## src/rtl/seq_mult_8bit_pkg.sv

```systemverilog
// Shared definitions for the sequential 8x8 shift-and-add multiplier.
package mult_pkg;

    localparam int unsigned N_BITS    = 8;
    localparam int unsigned CNT_W     = 4;
    localparam int unsigned LAST_ITER = 7;

    typedef enum logic [1:0] {
        StIdle,
        StRun,
        StDone
    } state_e;

    // True on the final iteration of RUN.
    function automatic logic is_last_iter(input logic [CNT_W-1:0] cnt);
        return cnt == CNT_W'(LAST_ITER);
    endfunction

endpackage

```

## src/rtl/seq_mult_8bit_if.sv

```systemverilog
// Start/busy/done handshake and operand/result bus of the multiplier.
interface seq_mult_8bit_if;
    import mult_pkg::*;

    logic                  start;
    logic [N_BITS-1:0]     a;
    logic [N_BITS-1:0]     b;
    logic                  busy;
    logic                  done;
    logic [2*N_BITS-1:0]   product;

    // Controller side drives requests and operands.
    modport master (
        output start,
        output a,
        output b,
        input  busy,
        input  done,
        input  product
    );

    // Multiplier side.
    modport slave (
        input  start,
        input  a,
        input  b,
        output busy,
        output done,
        output product
    );

endinterface

```

## src/rtl/seq_mult_8bit_rca.sv

```systemverilog
// 8-bit ripple-carry adder stage used by the multiplier for every iteration.
module RCA_8Bit_Adder
    import mult_pkg::*;
(
    input  logic [N_BITS-1:0] a_i,
    input  logic [N_BITS-1:0] b_i,
    input  logic              c0_i,
    output logic [N_BITS-1:0] s_o,
    output logic              c_o
);

    logic [N_BITS:0] carry;

    // Chain of full adders, carry rippling from bit 0 upwards.
    always_comb begin
        carry    = '0;
        s_o      = '0;
        carry[0] = c0_i;
        for (int i = 0; i < int'(N_BITS); i++) begin
            s_o[i]     = a_i[i] ^ b_i[i] ^ carry[i];
            carry[i+1] = (a_i[i] & b_i[i]) | (carry[i] & (a_i[i] ^ b_i[i]));
        end
    end

    assign c_o = carry[N_BITS];

endmodule

```

## src/rtl/seq_mult_8bit.sv

```systemverilog
// Sequential 8x8 unsigned shift-and-add multiplier, 16-bit product in 8 iterations.
// Optional feature: define MULT_EARLY_DONE_EN to skip RUN when either operand is zero.
module seq_mult_8bit
    import mult_pkg::*;
(
    input  logic          clk,
    input  logic          rst_n,
    seq_mult_8bit_if.slave bus
);

    state_e              state_q;
    logic [N_BITS-1:0]   m_q;
    logic [N_BITS-1:0]   a_q;
    logic [N_BITS-1:0]   q_q;
    logic [CNT_W-1:0]    cnt_q;
    logic                busy_q;
    logic                done_q;
    logic [2*N_BITS-1:0] product_q;

    logic [N_BITS-1:0]   addend;
    logic [N_BITS-1:0]   sum;
    logic                carry;
    logic [N_BITS-1:0]   a_d;
    logic [N_BITS-1:0]   q_d;
    logic [CNT_W-1:0]    cnt_d;
    logic                zero_op;

`ifdef MULT_EARLY_DONE_EN
    assign zero_op = (bus.a == '0) || (bus.b == '0);
`else
    assign zero_op = 1'b0;
`endif

    RCA_8Bit_Adder u_rca (
        .a_i  (a_q),
        .b_i  (addend),
        .c0_i (1'b0),
        .s_o  (sum),
        .c_o  (carry)
    );

    // Iteration datapath: add M when the current multiplier bit is set, then shift right.
    always_comb begin
        addend = q_q[0] ? m_q : '0;
        a_d    = {carry, sum[N_BITS-1:1]};
        q_d    = {sum[0], q_q[N_BITS-1:1]};
        cnt_d  = cnt_q + 1'b1;
    end

    // Control FSM with counter, shift registers and registered outputs.
    always_ff @(posedge clk or negedge rst_n) begin
        if (!rst_n) begin
            state_q   <= StIdle;
            m_q       <= '0;
            a_q       <= '0;
            q_q       <= '0;
            cnt_q     <= '0;
            busy_q    <= 1'b0;
            done_q    <= 1'b0;
            product_q <= '0;
        end else begin
            unique case (state_q)
                StIdle: begin
                    done_q <= 1'b0;
                    if (bus.start) begin
                        m_q   <= bus.a;
                        q_q   <= bus.b;
                        a_q   <= '0;
                        cnt_q <= '0;
                        if (zero_op) begin
                            // Product is known to be zero; go straight to completion.
                            product_q <= '0;
                            done_q    <= 1'b1;
                            state_q   <= StDone;
                        end else begin
                            busy_q  <= 1'b1;
                            state_q <= StRun;
                        end
                    end
                end
                StRun: begin
                    a_q   <= a_d;
                    q_q   <= q_d;
                    cnt_q <= cnt_d;
                    if (is_last_iter(cnt_q)) begin
                        product_q <= {a_d, q_d};
                        busy_q    <= 1'b0;
                        done_q    <= 1'b1;
                        state_q   <= StDone;
                    end
                end
                StDone: begin
                    done_q  <= 1'b0;
                    state_q <= StIdle;
                end
                default: begin
                    busy_q  <= 1'b0;
                    done_q  <= 1'b0;
                    state_q <= StIdle;
                end
            endcase
        end
    end

    assign bus.busy    = busy_q;
    assign bus.done    = done_q;
    assign bus.product = product_q;

endmodule

```

## src/flat_wrapper.sv

```systemverilog
// flat-port wrapper written by rule: the top's interface ports become plain ports
module seq_mult_8bit_flat import mult_pkg::*;
  (clk, rst_n, bus_start, bus_a, bus_b, bus_busy, bus_done, bus_product);
  seq_mult_8bit_if bus_i ();
  input  logic clk;
  input  logic rst_n;
  input wire logic [$bits(bus_i.start)-1:0] bus_start;
  input wire logic [$bits(bus_i.a)-1:0] bus_a;
  input wire logic [$bits(bus_i.b)-1:0] bus_b;
  output wire logic [$bits(bus_i.busy)-1:0] bus_busy;
  output wire logic [$bits(bus_i.done)-1:0] bus_done;
  output wire logic [$bits(bus_i.product)-1:0] bus_product;
  assign bus_i.start = bus_start;
  assign bus_i.a = bus_a;
  assign bus_i.b = bus_b;
  assign bus_busy = bus_i.busy;
  assign bus_done = bus_i.done;
  assign bus_product = bus_i.product;
  seq_mult_8bit u_core (.clk(clk), .rst_n(rst_n), .bus(bus_i));
endmodule
```

## config.mk

```make
export PLATFORM = sky130hd
export DESIGN_NAME = seq_mult_8bit_flat
export DESIGN_NICKNAME = d
export VERILOG_FILES = /design/src/rtl/seq_mult_8bit_pkg.sv /design/src/rtl/seq_mult_8bit_if.sv /design/src/rtl/seq_mult_8bit_rca.sv /design/src/rtl/seq_mult_8bit.sv /design/src/flat_wrapper.sv
export SDC_FILE = /design/constraint.sdc
export NUM_CORES = 1
export LEC_CHECK = 0
export BUFFER_PORTS_ARGS = -buffer_cell sky130_fd_sc_hd__clkbuf_2
export CAP_MARGIN = 20
export CORE_MARGIN = 1.5
export CORE_UTILIZATION = 45
export CTS_CLUSTER_SIZE = 20
export DETAILED_ROUTE_END_ITERATION = 10
export PLACE_DENSITY = 0.66
export SLEW_MARGIN = 0
export SYNTH_ARGS = -nofsm -noshare
export SYNTH_HDL_FRONTEND = slang
export SYNTH_SLANG_ARGS = --single-unit
```

## constraint.sdc

```tcl
create_clock -name clk -period 7.9 [get_ports clk]
set_input_delay 1.58 -clock clk [delete_from_list [all_inputs] [get_ports clk]]
set_output_delay 1.58 -clock clk [all_outputs]
set_load 0.005 [all_outputs]
```

==> impl_metrics.toml <==
[floorplan]
initial_core_util_pct = 46.3
num_rows = 25
fp.coreArea_mm2 = 0.00469
die_area_mm2 = 0.00526
fp.dieH_um = 72.5
die_w_um = 72.5
ios = 37

[power_and_ir_drop]
pwr-share-clk_pct = 16.5
p_switching_mw = 0.304
powerDensity_mw_per_mm2 = 357
internal-power_mw = 0.575
p_leak_nw = 1.14
sequentialPowerShare_pct = 48.7
switching_share_pct = 34.6
combPwrFrac_pct = 34.9
finalPower_mw = 0.878
ir_worst_vdd_uv = 141

[synth]
synthAdderAreaFrac_pct = 7.59
yosys.area_share.xor_xnor_pct = 0
synth_top_family_by_area = "compound AO/OA/AOI/OAI gates"
synthTopCellsByArea = "dfrtp_1 (55%), o21ai_0 (7.8%), mux2_2 (7.8%)"
async_reset_ff_share_pct = 100
postSynthAreaPerCell_um2 = 11.6
synth_common_cells = "dfrtp_1 (48), o21ai_0 (34), nand2_1 (17), mux2_2 (15), inv_1 (10)"
synth-seq-area-share_pct = 55.2
ys_types = 27
synth_flop_cell = "dfrtp_1"
syn-instance-count = 188
ys_ff_latch = 48
synth_edf_count = 0
synth_top_area_share_pct = 55.2
synth_most_common_cell = "dfrtp_1"
synth-simple-area-share_pct = 9.26
syn_nets = 216
yosysTopAreaCell = "dfrtp_1"
yosysWarnings = 0
netlist_area_mm2 = 0.00217
synth_compound_area_share_pct = 13.8
muxShareOfSynthArea_pct = 9.38

[setup_path]
slowest_stage = "dfrtp_1"
required_ps = 8050
slowest_delay_ps = 500
worst-path-max-fanout = 9
path_class = "register to register"
crit_arrival_ps = 4060
critPathCaptureType = "register"
path_common_cell = "fa_1"
crit_family = "adder cells"
crit_buf_inv = 1
start_kind = "register"
path_cells = "and2_1 -> ha_1 -> inv_1 -> fa_1 -> fa_1 -> fa_1 -> fa_1 -> fa_1 -> fa_1 -> fa_1 -> o21ai_0"

[cts]
postCtsHoldBufs = 0
root_buffer = "clkbuf_8"
clk_path_buf_depth = 2
cts_resized = 0
cts_setup_buffers = 0
clkLatencyLatePin_ps = 290
cts_tree = "built"
cts.clk_slew.worst_paths_ps = 80
h-tree-depth = 2
cts_buffers = 5
cts_sinks = 48

[global_route]
grt_pass1_wl_um = 6880
grtUsageTotal_pct = 17.0
globalRouteOverflowTotal = 0
antenna_found_initial = 0
grt_max_degree = 49
grt_pass1_vias = 1477

[sta]
tightest_slew_ps = 972
skew_ps = 5.25
maxSlewViolCount = 0
rsz0062_at_grt = "no"
fin_setup_tns_ps = 0
relSlewSlack_pct = 35.1
setup_viol = 0
max_freq_mhz = 256
period_needed_ps = 3910
final_hold_viol_count = 0
finalCritPeriodShare_pct = 49.5

[status]
status = "complete, no violations"

[job]
cap_violations = 0

[cells_and_area]
nFillCells = 431
layout-drive-gt1-share_pct = 27.5
diodes = 0
fin_nets = 249
area_growth_pct = 13.2

[place]
portBuffers = 36
post-dp-hpwl_um = 2640
gp_congestion = 0.802

[route]
wl_per_cell_um = 14.5
vias_per_cell = 5.41
vias = 1494
drc = 0
detail_route.wirelength_um = 4000
postRouteAntennaNets = 0
first_pass_iters = 4
drtIter0Drc = 85

[hold_path]
min_path_type = "register to register"
state kept, by name, indices dropped and copies added, names as in the netlist:
register and cells:
u_core.bus.product 16, u_core.a_q 8, u_core.m_q 8, u_core.q_q 8
u_core.cnt_q 4, u_core.state_q 2, u_core.bus.busy 1, u_core.bus.done 1
worst register-to-register path: stages, from the launching register on:
cell	delay [ps]
dfrtp_1	500
and2_1	180
ha_1	130
inv_1	40
fa_1	370
fa_1	380
fa_1	390
fa_1	400
fa_1	390
fa_1	400
fa_1	500
o21ai_0	80
cell usage in the layout, fill, tap and decap left out:
master,Yosys,final
fa_1,7,7
and2_1,1,1
and3b_1,1,1
a22oi_1,7,7
nand2b_1,3,3
mux2_4,1,1
a21o_1,1,1
mux2_2,15,15
nand2_1,17,17
a21oi_1,9,9
nor2_1,1,1
clkbuf_1,6,2
ha_1,2,2
nand4_1,1,1
mux2i_1,2,2
inv_1,10,10
nor2b_1,8,8
and2b_1,1,1
nor3b_1,1,1
dfrtp_1,48,48
clkbuf_8,0,6
clkbuf_2,0,36
o21bai_1,1,1
nand3b_1,2,2
nand2b_4,1,1
buf_4,0,2
o21ai_0,34,34
a22o_1,2,2
area by class of cell:
class / count / area [µm²] / share of cell area, %
tap: 54 / 67.6 / 2.74
sequential: 48 / 1200 / 48.8
clock buffer: 8 / 90.1 / 3.66
inverter: 10 / 37.5 / 1.52
multi-input combinational: 118 / 871 / 35.4
timing repair buffer: 38 / 195 / 7.93
power groups by stage:
stage	logic (mW)	clock network (mW)	registers, mW
after floorplan	0.230	0	0.408
after global placement	0.305	0	0.431
after detailed placement	0.311	0	0.432
after CTS	0.313	0.150	0.428
after global routing	0.355	0.159	0.443
final	0.306	0.145	0.428
metal layers:
metal	share of wire (%)	wire [µm]	global-route usage [%]	vias up
met5	0	0	0	-
met4	0.63	25	4.40	0
met3	4.5	180	4.44	2
met2	49	1960	27.8	38
met1	46	1830	22.6	750
li1	-	-	-	704
final timing paths:
kind | slack (ps) | endpoint | start | depth (start not counted)
worst min-delay path | 470 | u_core.cnt_q[3]$_DFFE_PN0P_ | u_core.cnt_q[3]$_DFFE_PN0P_ | 1
max in group asynchronous | 6110 | u_core.bus.done$_DFFE_PN0P_ | rst_n | 2
worst min register to register | 470 | u_core.cnt_q[3]$_DFFE_PN0P_ | u_core.cnt_q[3]$_DFFE_PN0P_ | 1
min in group asynchronous | 1370 | u_core.bus.product[2]$_DFFE_PN0P_ | rst_n | 2
worst max-delay path | 3990 | u_core.a_q[6]$_DFFE_PN0P_ | u_core.q_q[0]$_DFFE_PN0P_ | 11
worst max register to register | 3990 | u_core.a_q[6]$_DFFE_PN0P_ | u_core.q_q[0]$_DFFE_PN0P_ | 11
stage by stage:
step	std cells	hold WS [ps]	area (µm²)	worst slack (ps)	util (%)
6_report	276	470	2460	3990	52.5
5_1_grt	276	506	2460	3780	52.5
4_1_cts	276	477	2460	3970	52.5
3_5_place_dp	268	466	2370	3950	50.6
3_3_place_gp	268	458	2370	4070	50.6
2_1_floorplan	188	437	2170	4100	-
cell families (layout without fill, tap and decap cells):
family / after synthesis / count (layout)
compound gates: 54 / 54
fa+ha+maj: 9 / 9
buf+inv: 22 / 56
flops: 48 / 48
mux: 18 / 18
simple gates: 37 / 37
(Power assumes the default switching activity.)
